===== config.mk =====
export PLATFORM = sky130hd
export DESIGN_NAME = booth_job_sequencer_flat
export DESIGN_NICKNAME = d
export VERILOG_FILES = /design/src/rtl/booth_job_sequencer_pkg.sv /design/src/rtl/booth_job_sequencer_if.sv /design/src/rtl/booth_job_sequencer_operand_reg.sv /design/src/rtl/booth_job_sequencer.sv /design/src/flat_wrapper.sv
export SDC_FILE = /design/constraint.sdc
export NUM_CORES = 1
export LEC_CHECK = 0
export ABC_AREA = 1
export ABC_CLOCK_PERIOD_IN_PS = 1300
export BUFFER_PORTS_ARGS = -buffer_cell sky130_fd_sc_hd__buf_4
export CAP_MARGIN = 20
export CORE_ASPECT_RATIO = 0.8
export CORE_MARGIN = 8
export CORE_UTILIZATION = 38
export CTS_CLUSTER_SIZE = 28
export DETAILED_ROUTE_END_ITERATION = 16
export GPL_TIMING_DRIVEN = 0
export PLACE_DENSITY = 0.71
export SLEW_MARGIN = 20
export SYNTH_ARGS = -nofsm -noshare
export SYNTH_HDL_FRONTEND = slang
export SYNTH_HIERARCHICAL = 1
export SYNTH_SLANG_ARGS = --single-unit

===== constraint.sdc =====
create_clock -name clk -period 1.3 [get_ports clk]
set_input_delay 0.065 -clock clk [delete_from_list [all_inputs] [get_ports clk]]
set_output_delay 0.065 -clock clk [all_outputs]
set_load 0.01 [all_outputs]

===== src/rtl/booth_job_sequencer_pkg.sv =====
// Shared definitions for the Booth job sequencer: default operand width and
// the 3-bit sequencer state encoding.
package booth_pkg;

  localparam int BOOTH_WIDTH = 16;

  typedef enum logic [2:0] {
    ST_IDLE    = 3'd0,
    ST_START   = 3'd1,
    ST_LOAD_M  = 3'd2,
    ST_LOAD_Q  = 3'd3,
    ST_WAIT    = 3'd4,
    ST_RESULT  = 3'd5,
    ST_RESTART = 3'd6
  } seq_state_e;

endpackage


===== src/rtl/booth_job_sequencer_if.sv =====
// Bundles the operand, core and result handshakes of the Booth job sequencer.
// master = sequencer side, slave = producer/core/consumer side.
interface booth_job_sequencer_if #(
  parameter int WIDTH = booth_pkg::BOOTH_WIDTH
);
  logic               in_valid;
  logic               in_ready;
  logic [WIDTH-1:0]   in_m;
  logic [WIDTH-1:0]   in_q;
  logic               core_start;
  logic [WIDTH-1:0]   core_data;
  logic               core_done;
  logic [2*WIDTH-1:0] core_prod;
  logic               core_restart;
  logic               out_valid;
  logic               out_ready;
  logic [2*WIDTH-1:0] out_prod;
  logic               out_err;

  modport master (
    input  in_valid, in_m, in_q, core_done, core_prod, out_ready,
    output in_ready, core_start, core_data, core_restart, out_valid, out_prod, out_err
  );

  modport slave (
    output in_valid, in_m, in_q, core_done, core_prod, out_ready,
    input  in_ready, core_start, core_data, core_restart, out_valid, out_prod, out_err
  );
endinterface


===== src/rtl/booth_job_sequencer_operand_reg.sv =====
// M/Q capture register pair; holds the accepted operand pair for one job.
module booth_operand_reg #(
  parameter int WIDTH = booth_pkg::BOOTH_WIDTH
) (
  input  logic             clk,
  input  logic             rst_n,
  input  logic             load_i,
  input  logic [WIDTH-1:0] m_i,
  input  logic [WIDTH-1:0] q_i,
  output logic [WIDTH-1:0] m_o,
  output logic [WIDTH-1:0] q_o
);

  logic [WIDTH-1:0] m_q, q_q;

  always_ff @(posedge clk or negedge rst_n) begin
    if (!rst_n) begin
      m_q <= '0;
      q_q <= '0;
    end else if (load_i) begin
      m_q <= m_i;
      q_q <= q_i;
    end
  end

  assign m_o = m_q;
  assign q_o = q_q;

endmodule


===== src/rtl/booth_job_sequencer.sv =====
// Feeds one operand pair at a time into the Booth core (start, M, Q), waits
// for done, and offers the product on a valid/ready port. Optional WAIT
// timeout is enabled with BOOTH_SEQ_TIMEOUT_EN.
module booth_job_sequencer
  import booth_pkg::*;
#(
  parameter int WIDTH = BOOTH_WIDTH
`ifdef BOOTH_SEQ_TIMEOUT_EN
  , parameter int TIMEOUT_CYC = 64
`endif
) (
  input  logic                  clk,
  input  logic                  rst_n,
  booth_job_sequencer_if.master bus
);

  seq_state_e         state_q, state_d;
  logic [WIDTH-1:0]   op_m, op_q;
  logic [WIDTH-1:0]   core_data_mux;
  logic               accept;
  logic               capture_done;
  logic               out_valid_q;
  logic [2*WIDTH-1:0] out_prod_q;
  logic               timeout;

  assign accept       = (state_q == ST_IDLE) && bus.in_valid;
  assign capture_done = (state_q == ST_WAIT) && bus.core_done;

  booth_operand_reg #(.WIDTH(WIDTH)) u_opreg (
    .clk    (clk),
    .rst_n  (rst_n),
    .load_i (accept),
    .m_i    (bus.in_m),
    .q_i    (bus.in_q),
    .m_o    (op_m),
    .q_o    (op_q)
  );

`ifdef BOOTH_SEQ_TIMEOUT_EN
  localparam int CNT_W = $clog2(TIMEOUT_CYC + 1);
  logic [CNT_W-1:0] tmo_cnt_q;
  logic             out_err_q;

  // Cleared while loading Q so the first WAIT cycle counts from zero.
  always_ff @(posedge clk or negedge rst_n) begin
    if (!rst_n)                    tmo_cnt_q <= '0;
    else if (state_q == ST_LOAD_Q) tmo_cnt_q <= '0;
    else if (state_q == ST_WAIT)   tmo_cnt_q <= tmo_cnt_q + CNT_W'(1);
  end

  assign timeout = (state_q == ST_WAIT) && (tmo_cnt_q == CNT_W'(TIMEOUT_CYC - 1));

  always_ff @(posedge clk or negedge rst_n) begin
    if (!rst_n)            out_err_q <= 1'b0;
    else if (capture_done) out_err_q <= 1'b0;
    else if (timeout)      out_err_q <= 1'b1;
  end

  assign bus.out_err = out_err_q;
`else
  assign timeout     = 1'b0;
  assign bus.out_err = 1'b0;
`endif

  always_ff @(posedge clk or negedge rst_n) begin
    if (!rst_n) state_q <= ST_IDLE;
    else        state_q <= state_d;
  end

  always_comb begin
    state_d = state_q;
    unique case (state_q)
      ST_IDLE:    if (bus.in_valid) state_d = ST_START;
      ST_START:   state_d = ST_LOAD_M;
      ST_LOAD_M:  state_d = ST_LOAD_Q;
      ST_LOAD_Q:  state_d = ST_WAIT;
      ST_WAIT:    if (bus.core_done || timeout) state_d = ST_RESULT;
      ST_RESULT:  if (bus.out_ready) state_d = ST_RESTART;
      ST_RESTART: state_d = ST_IDLE;
      default:    state_d = ST_IDLE;
    endcase
  end

  // Done takes priority over a coincident timeout; an abort reports a zero product.
  always_ff @(posedge clk or negedge rst_n) begin
    if (!rst_n) begin
      out_valid_q <= 1'b0;
      out_prod_q  <= '0;
    end else if (capture_done) begin
      out_valid_q <= 1'b1;
      out_prod_q  <= bus.core_prod;
    end else if (timeout) begin
      out_valid_q <= 1'b1;
      out_prod_q  <= '0;
    end else if ((state_q == ST_RESULT) && bus.out_ready) begin
      out_valid_q <= 1'b0;
    end
  end

  always_comb begin
    core_data_mux = '0;
    case (state_q)
      ST_LOAD_M: core_data_mux = op_m;
      ST_LOAD_Q: core_data_mux = op_q;
      default:   core_data_mux = '0;
    endcase
  end

  assign bus.in_ready     = (state_q == ST_IDLE);
  assign bus.core_start   = (state_q == ST_START);
  assign bus.core_restart = (state_q == ST_RESTART);
  assign bus.core_data    = core_data_mux;
  assign bus.out_valid    = out_valid_q;
  assign bus.out_prod     = out_prod_q;

endmodule


===== src/flat_wrapper.sv =====
// flat-port wrapper written by rule: the top's interface ports become plain ports
module booth_job_sequencer_flat import booth_pkg::*;
#(
  parameter int WIDTH = BOOTH_WIDTH

)
  (clk, rst_n, bus_in_valid, bus_in_m, bus_in_q, bus_core_done, bus_core_prod, bus_out_ready, bus_in_ready, bus_core_start, bus_core_data, bus_core_restart, bus_out_valid, bus_out_prod, bus_out_err);
  booth_job_sequencer_if #(.WIDTH(WIDTH)) bus_i ();
  input  logic clk;
  input  logic rst_n;
  input wire logic [$bits(bus_i.in_valid)-1:0] bus_in_valid;
  input wire logic [$bits(bus_i.in_m)-1:0] bus_in_m;
  input wire logic [$bits(bus_i.in_q)-1:0] bus_in_q;
  input wire logic [$bits(bus_i.core_done)-1:0] bus_core_done;
  input wire logic [$bits(bus_i.core_prod)-1:0] bus_core_prod;
  input wire logic [$bits(bus_i.out_ready)-1:0] bus_out_ready;
  output wire logic [$bits(bus_i.in_ready)-1:0] bus_in_ready;
  output wire logic [$bits(bus_i.core_start)-1:0] bus_core_start;
  output wire logic [$bits(bus_i.core_data)-1:0] bus_core_data;
  output wire logic [$bits(bus_i.core_restart)-1:0] bus_core_restart;
  output wire logic [$bits(bus_i.out_valid)-1:0] bus_out_valid;
  output wire logic [$bits(bus_i.out_prod)-1:0] bus_out_prod;
  output wire logic [$bits(bus_i.out_err)-1:0] bus_out_err;
  assign bus_i.in_valid = bus_in_valid;
  assign bus_i.in_m = bus_in_m;
  assign bus_i.in_q = bus_in_q;
  assign bus_i.core_done = bus_core_done;
  assign bus_i.core_prod = bus_core_prod;
  assign bus_i.out_ready = bus_out_ready;
  assign bus_in_ready = bus_i.in_ready;
  assign bus_core_start = bus_i.core_start;
  assign bus_core_data = bus_i.core_data;
  assign bus_core_restart = bus_i.core_restart;
  assign bus_out_valid = bus_i.out_valid;
  assign bus_out_prod = bus_i.out_prod;
  assign bus_out_err = bus_i.out_err;
  booth_job_sequencer #(.WIDTH(WIDTH)) u_core (.clk(clk), .rst_n(rst_n), .bus(bus_i));
endmodule

Yosys cells after proc, flatten, opt, wreduce, memory -nomap -nowiden
Index checks and enable logic that the tools add are counted.
{"block": "word_totals", "register_bits": 68, "latch_bits": 0, "mem_bits_rw": 0, "romBits": 0, "input_bits": 69, "out_inout_bits": 53, "wordCells": 27, "mem_count": 0}
{"block": "op_classes", "add_sub_neg": 0, "multipliers": 0, "div_mod_pow": 0, "n_lt_le_gt_ge": 0, "n_eq_ne": 9, "n_shift": 0, "n_mux": 7, "bitwise": 0, "reduce_logical": 6}
{"cell": "16-bit one-hot mux with 2 select lines", "n": 1}
{"cell": "3-bit one-hot mux with 6 select lines", "n": 1}
{"cell": "3-bit equality test (second input constant)", "n": 3}
{"cell": "3-bit two-way mux", "n": 3}
{"cell": "3-bit by 2-bit equality test with 1-bit output (second input constant)", "n": 2}
{"cell": "2-bit != test (second input constant)", "n": 3}
{"cell": "3-bit by 1-bit equality test with 1-bit output (second input constant)", "n": 1}
{"cell": "1-bit logical AND", "n": 3}
{"cell": "3-bit logical NOT", "n": 1}
{"cell": "3-bit AND reduction", "n": 1}
{"cell": "1-bit two-way mux", "n": 2}
{"cell": "2-bit nonzero test", "n": 1}

Logic depth before layout (Yosys ltp)
Gate-level depths: netlist (run 1).
{"block": "logic_depth", "word_depth": 4, "mapped_depth": 9, "depth_no_buf": 6}

Modules after synthesis
Netlist (run 1), hierarchy kept.
{"mod": "booth_job_sequencer", "instances": 1, "cells_per_inst": 224, "area_per_inst_um2": 1868.0, "seq_area_each_um2": 900.9}
{"mod": "booth_operand_reg", "instances": 1, "cells_per_inst": 136, "area_per_inst_um2": 1292.5, "seq_area_each_um2": 800.8}

Least setup slack after synthesis (run 1)
No wires, ideal clock.
{"block": "synth_path", "kind": "reg2reg", "from": "register u_core.state_q[2]", "to": "register u_core.u_opreg.m_q[15], in the netlist u_core/u_opreg/m_o[15]", "setup_ps": 116, "arrival_time_ps": 1311, "required_ps": 1184, "setup_slack_ps": -127, "stages_incl_launch_ff": 10, "path_buffers": 3, "synth_period_minus_slack_ps": 1427, "cell_sequence": "dfrtp_1 -> inv_1 -> buf_2 -> nand2_1 -> nor2_1 -> buf_6 -> inv_8 -> buf_12 -> nand2_2 -> nand2_1"}
{"block": "synth_between", "elab_chain_cells": 2}
{"element": "start, declared", "line_no": "booth_job_sequencer.sv:17", "text": "seq_state_e state_q, state_d;"}
{"element": "start signal, assigned", "line_no": "booth_job_sequencer.sv:67", "text": "else state_q <= state_d;"}
{"element": "3-bit logical NOT", "line_no": "booth_job_sequencer.sv:26", "text": "assign accept = (state_q == ST_IDLE) && bus.in_valid;"}
{"element": "1-bit logical AND", "line_no": "booth_job_sequencer.sv:26"}
{"element": "via u_core.accept", "line_no": "booth_job_sequencer.sv:20", "text": "logic accept;"}
{"element": "end signal, assigned", "line_no": "booth_job_sequencer_operand_reg.sv:21", "text": "m_q <= m_i;"}
{"element": "end, declared", "line_no": "booth_job_sequencer_operand_reg.sv:14", "text": "logic [WIDTH-1:0] m_q, q_q;"}
The timed path passes the listed nets, and every way through them passes these cells.
A chain may end at the register's enable or synchronous reset.

Final worst setup path (run 1)
{"block": "layout_path", "from": "register u_core.state_q[0]", "to": "output bus_core_data[2]"}
{"block": "layout_between", "elab_chain_cells": 2, "word_cells_on_any_way": 3, "cone_classes": "2 x eq/ne; 1 x mux"}
{"element": "3-bit by 2-bit equality test with 1-bit output", "line_no": "booth_job_sequencer.sv:102", "text": "case (state_q)"}
{"element": "16-bit one-hot mux with 2 select lines *", "line_no": "booth_job_sequencer.sv:102"}
{"element": "end, declared", "line_no": "flat_wrapper.sv:19", "text": "output wire logic [$bits(bus_i.core_data)-1:0] bus_core_data;"}
Every way passes the cells marked *; elsewhere a longest branch is shown, timed or not.

==> results of run 1 <==
flip-flops by register name (all words and copies together), names as in the netlist:
register,count
u_core/bus.out_prod,32
u_core/u_opreg/m_o,16
u_core/u_opreg/q_o,16
u_core/state_q,3
u_core/bus.out_valid,1
metal layers:
| layer | global-route usage, % | wire, um | vias to the layer above | part of all wire [%] |
|---|---|---|---|---|
| met5 | 0 | 0 | - | 0 |
| met4 | 3.54 | 53 | 0 | 0.52 |
| met3 | 6.50 | 667 | 4 | 6.6 |
| met2 | 28.7 | 4930 | 101 | 49 |
| met1 | 20.6 | 4470 | 1411 | 44 |
| li1 | - | - | 1522 | - |
stage by stage:
| stage | utilization, % | setup slack [ps] |
|---|---|---|
| finish | 69.0 | -216 |
| global route | 69.0 | -310 |
| CTS | 64.7 | -241 |
| floorplan | - | -9.94 |
| detailed placement | 52.5 | -166 |
| global placement | 52.5 | -136 |
worst register-to-register path, stage by stage, from the launching register on:
cell	delay (ps)
dfrtp_2	430
buf_6	130
nor2_4	160
nand2_4	80
nor2_4	110
buf_8	150
inv_8	60
buf_6	130
nand2_1	70
nand2_1	60
cell usage after synthesis:
library cell	instances
nand2_2	10
nor2_1	3
clkbuf_8	3
buf_2	3
o21ai_0	27
buf_4	1
nand4_1	2
nor2_4	2
inv_2	1
conb_1	1
o21ai_2	19
a21oi_1	1
nand3_2	2
nand3_1	19
nand2_1	123
inv_1	55
nor3_1	2
buf_12	1
buf_6	11
inv_8	1
clkbuf_1	1
dfrtp_1	68
o21ai_1	4
power by group through the flow:
stage / registers, uW / logic (uW) / clock network (uW)
after floorplan: 3850 / 2260 / 0
after global placement: 3680 / 4160 / 0
after detailed placement: 3720 / 4240 / 0
after CTS: 3670 / 4700 / 1980
after global routing: 3920 / 5830 / 2080
final: 3820 / 5340 / 1930
final timing paths:
check	start	end	cells past startpoint
setup / recovery	u_core/state_q[0]	bus_core_data[2]	6
hold / removal	bus_out_ready	u_core/state_q[0]	4
setup reg to reg	u_core/state_q[1]	u_core/u_opreg/m_o[2]	9
hold reg to reg	u_core/u_opreg/m_o[5]	u_core/u_opreg/m_o[5]	2
max in group asynchronous	rst_n	u_core/state_q[1]	2
min in group asynchronous	rst_n	u_core/bus.out_prod[2]	2
logic make-up (layout without fill, tap and decap cells):
family / Yosys count / after routing / share of synthesized area [%]
buffers and inverters: 77 / 296 / 13.7
AOI/OAI and AO/OA: 51 / 51 / 10.3
and+or+nand+nor: 163 / 163 / 22.0
DFF: 68 / 68 / 53.8
other: 1 / 1 / 0.119
timing repair:
action	CTS	global route
resized for setup	25	80
hold buffers	65	0
gates cloned	1	3
endpoints found under the setup margin	69	86
endpoints found under the hold margin	132	0
buffers inserted	8	9
pin swaps	2	3
final cells by class:
type,instances,share of cell area (%)
Tap cell,108,2.44
Sequential cell,68,30.8
Clock inverter,4,1.31
Multi-Input combinational cell,215,22.3
Buffer,20,4.52
Timing Repair Buffer,203,31.9
Clock buffer,12,2.62
Inverter,57,4.05
==> impl_metrics.json, run 1 <==
{
  "outcome": "finished, violations left",
  "violations": "negative setup slack",
  "netlist_area_sq_um": 3160,
  "drtAntennaViolNets": 0,
  "pwr-share-seq_pct": 34.4,
  "cts.sinks": 68,
  "period_needed_ps": 1520,
  "multi_input_area_sq_um": 1240,
  "setup.worst_path.start_class": "flip-flop",
  "drt-wirelength-per-cell_um": 14.7,
  "worstPathArrival_ps": 1450,
  "clockBufferDepth": 2,
  "yosys.area.top_type": "dfrtp_1",
  "ys_types": 23,
  "p_leak_uw": 0.00291,
  "clockRootBuffer": "clkbuf_8",
  "ff_latch_area_sq_um": 1700,
  "power.switching_uw": 4110,
  "fmax_mhz": 660,
  "hold_ws_ps": 67.9,
  "wl_um": 10100,
  "ys_top_cells_by_area": "dfrtp_1 54%, nand2_1 15%, inv_1 6.5%, o21ai_2 5.3%, o21ai_0 4.3%",
  "yosysSeqAreaShare_pct": 53.8,
  "hp-class": "input pin to flip-flop",
  "port_buffers": 120,
  "cap_violations": 0,
  "antenna_cells": 0,
  "clock_latency_ps": 340,
  "setup_tns_ps": -8590,
  "hold_viol": 0,
  "reg2reg_slack_ps": -170,
  "p_int_uw": 6960,
  "setup_slack_ps": -216,
  "syn_nets": 429,
  "first_pass_iters": 4,
  "globalplace.congestion": 0.804,
  "tightest_slew_ps": 875,
  "area_delta_synth_final_pct": 75.1,
  "finalNonFillerCells": 687,
  "worst-setup-path-type": "flip-flop to output port",
  "slew_viol_final": 0,
  "layout_commonest_cell": "buf_4",
  "dieWidth_um": 118,
  "cp.required_ps": 1240,
  "cp_num_buf_inv": 3,
  "antenna_found_initial": 0,
  "final.period_utilization_pct": 117,
  "p_sw_share_pct": 37.1,
  "yosys_register_bits": 68,
  "htree_levels": 3,
  "via_per_inst": 4.42,
  "powerDensity_nw_per_um2": 2000,
  "numCtsBuffers": 9,
  "worstPathCellList": "buf_6, nor2_4, buf_6, nand3_1, o21ai_1, buf_4",
  "end_kind": "output port",
  "vias": 3038,
  "cp_slowest_cell": "dfrtp_1",
  "cp_common_cell": "buf_6",
  "grt_pass1_wl_um": 16000,
  "die_area_sq_um": 11500,
  "mostFrequentLayoutCells": "129 x buf_4, 95 x nand2_1, 66 x dfrtp_1",
  "cts_tree": "done",
  "fillers": 587,
  "gr-total-overflow": 0,
  "start_util_pct": 39.4,
  "core_area_sq_um": 8020,
  "layout-drive-gt1-share_pct": 44.0,
  "setup_violations": 80,
  "dpl.cell_count": 588,
  "p_comb_share_pct": 48.2,
  "place_area_sq_um": 4210,
  "slowest_delay_ps": 370,
  "synth_top_area_share_pct": 53.8,
  "grt_util_all_layers_pct": 17.2,
  "clkPwrFrac_pct": 17.4,
  "ir_worst_vdd_mv": 0.845,
  "postSynthCellCount": 360,
  "clk_pin_slew_ps": 70,
  "yosys_warnings": 6,
  "die_y_um": 97.6,
  "drt-initial-drc-count": 178,
  "fin_nets": 643,
  "stdcell_area_sq_um": 5530,
  "p_total_uw": 11100,
  "rows": 29,
  "fin_skew_ps": 10.1,
  "grt_pass1_vias": 3161,
  "ios": 122,
  "synth.avg_cell_area_sq_um": 8.78,
  "cp_max_fo": 10,
  "dp.final_hpwl_um": 6180,
  "grt_max_degree": 69,
  "grt_setup_unrepaired": "yes",
  "path_delay_family": "buffers and inverters",
  "slew_headroom_pct": 41.7,
  "drc": 0
}
Power figures use the tool's default switching activity.
==> inputs of run 2 (changes only) <==
--- a/config.mk
+++ b/config.mk
@@ -16,6 +16,7 @@
 export DETAILED_ROUTE_END_ITERATION = 16
 export GPL_TIMING_DRIVEN = 0
 export PLACE_DENSITY = 0.71
+export SETUP_SLACK_MARGIN = 0.15
 export SLEW_MARGIN = 20
 export SYNTH_ARGS = -nofsm -noshare
 export SYNTH_HDL_FRONTEND = slang
==> run 2 against run 1 <==
Compared with the run above: the flow still finishes with violations (negative setup slack); worst hold slack better by 17 ps; combinational power rose by 21%; total power rose by 11%; via count up 5.7%; core utilization increased by 6.6 points; clock power is 5% lower; final cell count is 1.2% higher; largest cell class unchanged; largest power group unchanged.
==> impl_metrics.json, run 2 (synthesis results as in run 1) <==
{
  "cp_slowest_cell": "dfrtp_1",
  "hp-class": "input pin to flip-flop",
  "cts.sinks": 68,
  "ios": 122,
  "drt-wirelength-per-cell_um": 16.7,
  "p_total_uw": 12300,
  "hold_ws_ps": 85.1,
  "setup.worst_path.start_class": "flip-flop",
  "largest_reg_flops": 32,
  "layout_commonest_cell": "buf_4",
  "setup_violations": 84,
  "ff2ff_path_depth": 10,
  "powerDensity_nw_per_um2": 2030,
  "clockBufferDepth": 2,
  "fillers": 510,
  "layout-drive-gt1-share_pct": 51.6,
  "gr-total-overflow": 0,
  "via_per_inst": 4.62,
  "numCtsBuffers": 9,
  "first_pass_iters": 4,
  "cp.required_ps": 1240,
  "rows": 29,
  "ir_worst_vdd_mv": 1.12,
  "drt-initial-drc-count": 173,
  "grt_pass1_vias": 3384,
  "cap_violations": 0,
  "clk_pin_slew_ps": 90,
  "grt_setup_unrepaired": "yes",
  "vias": 3211,
  "die_area_sq_um": 11500,
  "outcome": "finished, violations left",
  "antenna_found_initial": 0,
  "whs_path_depth": 4,
  "period_needed_ps": 1580,
  "end_kind": "output port",
  "slew_headroom_pct": 56.5,
  "cts_tree": "done",
  "grt_util_all_layers_pct": 18.1,
  "wl_um": 11600,
  "mostFrequentLayoutCells": "118 x buf_4, 85 x nand2_1, 66 x dfrtp_1",
  "fmax_mhz": 632,
  "dieWidth_um": 118,
  "drtAntennaViolNets": 0,
  "die_y_um": 97.6,
  "final.period_utilization_pct": 122,
  "fin_skew_ps": 17.2,
  "clock_latency_ps": 360,
  "port_buffers": 120,
  "cp_common_cell": "buf_6",
  "worstPathArrival_ps": 1520,
  "worstPathCellList": "buf_6, nor2_4, buf_6, nand3_2, o21ai_2, buf_4",
  "drc": 0,
  "clockRootBuffer": "clkbuf_8",
  "fin_nets": 651,
  "setup_slack_ps": -283,
  "finalNonFillerCells": 695,
  "start_util_pct": 39.4,
  "dp.final_hpwl_um": 6170,
  "grt_max_degree": 69,
  "slowest_delay_ps": 380,
  "tightest_slew_ps": 653,
  "final_core_util_pct": 75.6,
  "p_leak_uw": 0.00309,
  "antenna_cells": 0,
  "globalplace.congestion": 0.828,
  "worst-setup-path-type": "flip-flop to output port",
  "hold_viol": 0,
  "grt_pass1_wl_um": 16900,
  "core_area_sq_um": 8020,
  "violations": "negative setup slack",
  "dpl.cell_count": 588,
  "area_delta_synth_final_pct": 91.9,
  "post-place-ws_ps": -154,
  "slew_viol_final": 0,
  "cp_max_fo": 5,
  "htree_levels": 3
}
-- run 2: power breakdown --
group          internal (uW)  total [uW]  switching, uW
combinational           3360        6480           3120
clock                    990        1840            847
sequential              3110        3970            856
-- run 2: worst max-delay path, delay by kind of cell (launching register included) --
kind                   cells  cell delay, ps
AO/OA/AOI/OAI              1              80
buffers and inverters      3             440
flip-flops                 1             380
AND/OR/NAND/NOR            2             250
-- run 2: area by class of cell --
class,count,area [sq um],area share (%)
inverters,57,224,3.69
multi-input cells,215,1490,24.6
plain buffers,19,297,4.89
clock inverters,5,60.1,0.990
clock buffers,11,151,2.50
well taps,108,135,2.23
flip-flops and latches,68,1700,28.1
repair buffers,212,2000,33.0
-- run 2: worst paths after layout --
path | start | slack, ps | end
worst max-delay path | u_core/state_q[0] | -280 | bus_core_data[15]
worst min-delay path | bus_out_ready | 90 | u_core/state_q[0]
worst max register to register | u_core/state_q[0] | -270 | u_core/u_opreg/m_o[11]
worst min register to register | u_core/u_opreg/q_o[11] | 480 | u_core/u_opreg/q_o[11]
max in group asynchronous | rst_n | 500 | u_core/state_q[1]
min in group asynchronous | rst_n | 270 | u_core/bus.out_prod[12]
-- run 2: metrics by stage --
step	TNS [ps]	cell area [sq um]
5_1_grt	-23880	6060
2_1_floorplan	-209	3230
3_5_place_dp	-4910	4270
6_report	-17850	6060
3_3_place_gp	-4460	4270
4_1_cts	-15380	5460
-- run 2: what timing repair did --
action | 4_1_cts | 5_1_grt
resized for setup | 60 | 102
hold buffers | 65 | 0
hold endpoints to repair | 132 | 0
gates cloned | 3 | 7
setup buffers | 13 | 4
pin swaps | 5 | 11
setup endpoints to repair | 86 | 88
-- run 2: layer usage --
| layer | global-route usage (%) | part of all wire (%) |
|---|---|---|
| met5 | 0 | 0 |
| met4 | 5.70 | 1.4 |
| met3 | 6.45 | 7.6 |
| met2 | 29.3 | 49 |
| met1 | 22.1 | 42 |
